### src/rtl/sha_add_arbiter.sv
`default_nettype none
// ============================================================================
// Module   : sha_add_arbiter (with ksa)
// Brief    : Round-robin arbiter with ownership lock that time-shares a single
//            Kogge-Stone adder between SHA-256 datapath requesters.
// Revision : 1.0 - initial release
// ============================================================================

module ksa #(
    parameter int SIZE = 32
) (
    input  logic [SIZE-1:0] a,
    input  logic [SIZE-1:0] b,
    input  logic            ci,
    output logic [SIZE-1:0] sum,
    output logic            co
);
    localparam int c_levels = (SIZE > 1) ? $clog2(SIZE) : 0;

    logic [SIZE-1:0] w_g;
    logic [SIZE-1:0] w_p;
    logic [SIZE-1:0] w_gg;
    logic [SIZE-1:0] w_pp;
    logic [SIZE-1:0] w_gn;
    logic [SIZE-1:0] w_pn;
    logic [SIZE:0]   w_c;

    assign w_g = a & b;
    assign w_p = a ^ b;

    // Prefix tree: level l combines each bit with the group 2^l positions below.
    always_comb begin
        w_gg = w_g;
        w_pp = w_p;
        w_gn = w_g;
        w_pn = w_p;
        for (int l = 0; l < c_levels; l++) begin
            w_gn = w_gg;
            w_pn = w_pp;
            for (int i = (1 << l); i < SIZE; i++) begin
                w_gn[i] = w_gg[i] | (w_pp[i] & w_gg[i-(1<<l)]);
                w_pn[i] = w_pp[i] & w_pp[i-(1<<l)];
            end
            w_gg = w_gn;
            w_pp = w_pn;
        end
    end

    // Carry-in enters every group term through the group propagate.
    assign w_c = {w_gg | (w_pp & {SIZE{ci}}), ci};
    assign sum = w_p ^ w_c[SIZE-1:0];
    assign co  = w_c[SIZE];

endmodule

module sha_add_arbiter #(
    parameter int NREQ  = 4,
    parameter int WIDTH = 32,
    parameter int IDW   = $clog2(NREQ)
) (
    input  logic                  clk,
    input  logic                  rst_n,
    input  logic [NREQ-1:0]       req,
    input  logic [NREQ-1:0]       lock,
    input  logic [NREQ*WIDTH-1:0] a_flat,
    input  logic [NREQ*WIDTH-1:0] b_flat,
    input  logic [NREQ-1:0]       ci,
    output logic [NREQ-1:0]       gnt,
    output logic                  res_valid,
    input  logic                  res_ready,
    output logic [IDW-1:0]        res_id,
    output logic [WIDTH-1:0]      res_sum,
    output logic                  res_co,
    output logic                  locked
);
    localparam int c_last = NREQ - 1;

    logic             r_res_valid;
    logic [IDW-1:0]   r_res_id;
    logic [WIDTH-1:0] r_res_sum;
    logic             r_res_co;
    logic             r_locked;
    logic [IDW-1:0]   r_lock_owner;
    logic [IDW-1:0]   r_ptr;

    logic             w_can_accept;
    logic             w_hit;
    logic             w_fire;
    logic [IDW-1:0]   w_idx;
    int               w_pos;
    logic [NREQ-1:0]  w_gnt;
    logic [WIDTH-1:0] w_a;
    logic [WIDTH-1:0] w_b;
    logic             w_ci;
    logic [WIDTH-1:0] w_sum;
    logic             w_co;

    assign w_can_accept = ~r_res_valid | res_ready;

    // Scan from the farthest offset down so the nearest requester to the
    // pointer is the last assignment and therefore wins.
    always_comb begin
        w_hit = 1'b0;
        w_idx = '0;
        w_pos = 0;
        if (r_locked) begin
            w_hit = req[r_lock_owner];
            w_idx = r_lock_owner;
        end else begin
            for (int off = NREQ - 1; off >= 0; off--) begin
                w_pos = (int'(r_ptr) + off) % NREQ;
                if (req[w_pos]) begin
                    w_hit = 1'b1;
                    w_idx = IDW'(w_pos);
                end
            end
        end
    end

    assign w_fire = rst_n & w_can_accept & w_hit;

    always_comb begin
        w_gnt = '0;
        if (w_fire) begin
            w_gnt[w_idx] = 1'b1;
        end
    end

    assign gnt = w_gnt;

    assign w_a  = a_flat[w_idx*WIDTH +: WIDTH];
    assign w_b  = b_flat[w_idx*WIDTH +: WIDTH];
    assign w_ci = ci[w_idx];

    ksa #(
        .SIZE (WIDTH)
    ) u_ksa (
        .a   (w_a),
        .b   (w_b),
        .ci  (w_ci),
        .sum (w_sum),
        .co  (w_co)
    );

    always_ff @(posedge clk or negedge rst_n) begin
        if (!rst_n) begin
            r_res_valid  <= 1'b0;
            r_res_id     <= '0;
            r_res_sum    <= '0;
            r_res_co     <= 1'b0;
            r_locked     <= 1'b0;
            r_lock_owner <= '0;
            r_ptr        <= '0;
        end else if (w_fire) begin
            r_res_valid <= 1'b1;
            r_res_id    <= w_idx;
            r_res_sum   <= w_sum;
            r_res_co    <= w_co;
            r_ptr       <= (w_idx == IDW'(c_last)) ? '0 : w_idx + IDW'(1);
            r_locked    <= lock[w_idx];
            if (lock[w_idx]) begin
                r_lock_owner <= w_idx;
            end
        end else if (res_ready) begin
            r_res_valid <= 1'b0;
        end
    end

    assign res_valid = r_res_valid;
    assign res_id    = r_res_id;
    assign res_sum   = r_res_sum;
    assign res_co    = r_res_co;
    assign locked    = r_locked;

endmodule
`default_nettype wire

### config.mk
export PLATFORM = sky130hd
export DESIGN_NAME = sha_add_arbiter
export DESIGN_NICKNAME = d
export VERILOG_FILES = /design/src/rtl/sha_add_arbiter.sv
export SDC_FILE = /design/constraint.sdc
export NUM_CORES = 1
export LEC_CHECK = 0
export CORE_ASPECT_RATIO = 0.5
export CORE_MARGIN = 2
export CORE_UTILIZATION = 44
export CTS_CLUSTER_DIAMETER = 50
export DETAILED_ROUTE_END_ITERATION = 12
export PLACE_DENSITY = 0.95
export SLEW_MARGIN = 20
export SYNTH_ARGS = -nofsm -noshare
export SYNTH_HDL_FRONTEND = slang
export SYNTH_HIERARCHICAL = 1
export SYNTH_SLANG_ARGS = --single-unit
### constraint.sdc
create_clock -name clk -period 13 [get_ports clk]
set_clock_uncertainty 0.1 [all_clocks]
set_input_delay 3.9 -clock clk [delete_from_list [all_inputs] [get_ports clk]]
set_output_delay 3.9 -clock clk [all_outputs]
set_load 0.02 [all_outputs]
# == After elaboration in Yosys (flattened, before gate mapping) ==
# Cells that the tools add are included.
# classes
bitwise_logic,399
n_mux,33
order_cmp,7
n_reduce_logical,6
add_sub_neg,4
shifts,2
n_eq_ne,1
# ops
operator,count
$and 1x1->1,260
$shiftx 128x8->32,2
$or 1x1->1,130
$and 32x32->32,2
$xor 32x32->32,2
$or 32x32->32,1
$mux 1,18
$bmux 1 s2,7
$lt 3x4->1 const B,3
$mux 2,6
$lt 2x3->1 const B,3
$reduce_or 2->1,3
$add 2x1->2 const B,2
$add 2x2->2 const B,2
$mux 4,1
$and 1x1->1 const A,3
$demux 1 s2,1
$eq 2x2->1 const B,1
$ge 2x1->1 const B,1
$reduce_and 2->1,1
$reduce_bool 2->1,1
$logic_and 1x1->1,1
$not 1->1,1
# totals
ff_bits,41
wordCells,459
in_bits,271

# == Depth between registers and ports, before layout ==
# logic_depth
ltp_word,25
mapped_depth,20

# == Modules after synthesis ==
# The synthesis kept the hierarchy.
# by_module_without_submodules
module,area_per_inst_um2,seq_area_each_um2,instances,cells_per_inst
sha_add_arbiter,4124.0,1026.0,1,434
ksa,1722.9,0.0,1,243

# == Worst setup path after synthesis ==
# No wires, ideal clock.
# synth_timing
kind,input port to output port
from,in req[2]
to,out gnt[0]
path_buffers,2
arrival_ns,5.443
slack_ns,3.557
cell_stages,9
required_time_ns,9.000
path_cell_list,nand2b_1 a21oi_1 nor2_1 o31a_1 inv_2 buf_2 clkbuf_1 ha_1 and2_1
# synth_between
elab_chain_len,13
elab_cells_between_ends,30
classes_between,order compare (2); mux (26); bitwise (1); reduce/logical (1)
# synth_lines
element,line_no,rtl
"start, declared",63,"input logic [NREQ-1:0] req,"
$bmux 1 s2,112,if (req[w_pos]) begin
$mux 1 (not written as such) (2 in series),112,
$mux 2 (3 in series),112,
$mux 2 (*),112,
$mux 2 (*),106,if (r_locked) begin
named net w_idx[0],89,logic [IDW-1:0] w_idx;
$lt 2x3->1 (not written as such) / $ge 2x1->1 (equally long branches),125,w_gnt[w_idx] = 1'b1;
$logic_and 1x1->1 (not written as such),125,
$mux 1 (not written as such),125,
$demux 1 s2 (*),125,
$mux 4 (*),124,if (w_fire) begin
"end, declared",68,"output logic [NREQ-1:0] gnt,"
# The timed path passes the listed nets; every way through them passes the cells marked *. The select of a mux whose other input is x is not followed.

# == Worst setup path after layout ==
# layout_timing
from,in req[1]
to,out gnt[2]
# Same word-level chain as after synthesis.

==> impl_metrics.ini <==
[route]
antenna_left = 0
dr_total_vias = 6406
routed_wirelength_mm = 21.9
drt_drc_violations_left = 0
avgRoutedWirePerCell_microns = 19.5
drt_iter0_drc = 566
via_per_inst = 5.71
drtPass1Iterations = 5

[critical_path]
most_frequent_cell_on_the_critical_path = sky130_fd_sc_hd__clkdlybuf4s50_1
crit_path_top_delay_cell = sky130_fd_sc_hd__a31o_4
worstPathRequired_ps = 9000
crit_path_max_incr_delay_ps = 640
setup.worst_path.class = in -> out
cp_top_family = buffers and inverters
worstSetupEndpointType = primary output
start_kind = input pin
worst-path-max-fanout = 45
critPathArrivalTime_ps = 6660
critPathBufInv = 3
cells_along_the_critical_path = clkdlybuf4s50_1, a21boi_0, a311oi_1, a31o_4, inv_1, ha_1, and2_1, clkdlybuf4s50_1

[placement]
placement.cell_area_sq_mm = 0.00890
dpl.cell_count = 1114
place.port_buffers = 311
sum_of_net_half_perimeters_after_detailed_placement_mm = 17.8
gp_routability_congestion = 0.968

[yosys]
synth.ff_latch_count = 41
async_reset_ff_frac = 1.00
syn-mean-instance-area_sq_um = 8.64
synth_xor_xnor_area_share = 0.0404
synth_simple_gate_area_frac = 0.152
post_synth_instance_area_sq_mm = 0.00585
synth-main-ff-cell = sky130_fd_sc_hd__dfrtp_1
synth_top_family_by_area = compound AO/OA/AOI/OAI gates
synthesis.instances = 677
ys_types = 60
synth_compound_area_frac = 0.290
synthMuxAreaShare = 0.194
ys.warnings.count = 6
mappedNetlistNets = 985
ys_seq_area_frac = 0.175
synth_edf_count = 0
synth_fa_ha_area_frac = 0.0805

[floorplan]
num_rows = 29
start_util = 0.456
io_pins = 312
floorplan.die.height_microns = 85.5
chipWidth_microns = 167
die-area_sq_mm = 0.0143
floorplan.core_area_sq_mm = 0.0128

[job]
cap_viol_max_count = 0

[layout]
drive_above_1_share = 0.0851
final_cell_area_sq_mm = 0.00908
layout.filler_cells = 970
nNetsFinal = 1259
utilization = 0.709
synthToLayoutAreaGrowth_pct = 55.2
antenna_cells = 0
layout.cells.non_filler = 1122

[grt]
grt_max_degree = 82
grt_overflow = 0
grt_usage = 0.294
grt_pass1_vias = 6263
global_route_wire_length_before_repair_mm = 33.6
grt_antenna_before_repair = 0

[timing]
timing.final.setup_violations = 0
grt_setup_unrepaired = no
hold_violations = 0
worst_pin_slew_ps = 928
layout_worst_path_cycle_share = 0.820
slew_headroom = 0.381
final_max_slew_viol_count = 0
timing.final.crit_period_ps = 10660
fin_setup_tns_ps = 0
fmax_mhz = 93.8

[min_path]
hp-class = reg -> reg

[clock_tree]
postCtsResizedCells = 0
clock_tree_from_tritoncts = built
clk_path_buf_depth = 2
cts_max_level = 2
worst_skew_pair_later_pin_latency_ps = 290
cts-buffers-inserted = 5
post_cts.repair.setup_buffers = 0
cts_root_buf = sky130_fd_sc_hd__clkbuf_16
cts.clk_slew.worst_paths_ps = 60
cts_hold_buf = 0
cts.sinks = 41

[run_status]
status = finished clean
[layout by cell type, fill, tap and decap left out, types with 21 or more instances in the layout]
cell                                n
sky130_fd_sc_hd__a211oi_1          47
sky130_fd_sc_hd__a211oi_2          21
sky130_fd_sc_hd__a21oi_1          103
sky130_fd_sc_hd__clkdlybuf4s50_1  310
sky130_fd_sc_hd__dfrtp_1           41
sky130_fd_sc_hd__ha_1              36
sky130_fd_sc_hd__mux2_2            35
sky130_fd_sc_hd__mux2i_1           70
sky130_fd_sc_hd__nor2_1            21
sky130_fd_sc_hd__nor2b_1           63
[routing by layer]
metal,vias to the layer above,global-route usage,part of all wire
li1,3078,-,-
met1,3075,0.390,0.43
met2,221,0.514,0.49
met3,32,0.0521,0.062
met4,0,0.0509,0.013
met5,-,0,0
[cells in the mapped netlist, drive strengths merged (3+ instances only)]
master  instances  area (sq um)
a21o           20           153
nor2           21          78.8
ha             36           450
nor2b          63           394
nand4           5          31.3
nand3           3          15.0
a211oi         68           616
and2            6          37.5
mux2i          70           701
o21ai          15          78.8
xnor2          20           175
o21bai          3          22.5
a311oi          3          26.3
o21a            3          22.5
nand2b          9          56.3
buf            30           259
xor2            7          61.3
o211ai          3          22.5
inv            17          63.8
nand2          21          81.3
a21oi         103           515
dfrtp          41          1030
clkbuf         19          71.3
a31oi           5          31.3
nor3            3          15.0
a21boi          4          30.0
and2b          10          75.1
mux2           36           409
o221ai          3          26.3
[cells by family after synthesis]
family,after synthesis
buffers and inverters,66
adder cells (fa/ha/maj),37
XOR/XNOR,27
flip-flops,41
AO/OA/AOI/OAI,245
multiplexers,107
AND/OR/NAND/NOR,154
[cell type report]
type,count,area (sq um),area share
Multi-Input combinational cell,570,4450,0.491
Clock inverter,1,30.0,0.00331
Tap cell,170,213,0.0234
Clock buffer,7,143,0.0157
Inverter,17,66.3,0.00731
Sequential cell,41,1030,0.113
Timing Repair Buffer,316,3150,0.347
[path summary, 6_finish.rpt]
check,cells after the start,slack [ps],endpoint,start
worst max-delay path,8,2340,gnt[2],req[1]
worst min-delay path,1,400,res_sum[18],res_sum[18]
worst max register to register,16,7170,res_sum[30],r_ptr[1]
worst min register to register,1,400,res_sum[18],res_sum[18]
max in group asynchronous,2,8820,r_lock_owner[1],rst_n
min in group asynchronous,2,3590,res_sum[9],rst_n
[state kept, by name, indices dropped and copies added, names as in the netlist]
| register | cells |
|---|---|
| res_id | 2 |
| res_co | 1 |
| r_lock_owner | 2 |
| res_sum | 32 |
| res_valid | 1 |
| locked | 1 |
| r_ptr | 2 |
[per-stage QoR]
stage               setup slack (ps)  hold slack, ps
detailed placement              2350             394
global route                    2160             437
finish                          2340             405
floorplan                       3560             409
CTS                             2330             408
global placement                2470             389
Power is left out: the tool's default activity adds up to more than one toggle a clock period on the data nets, which glitch-free logic cannot reach.
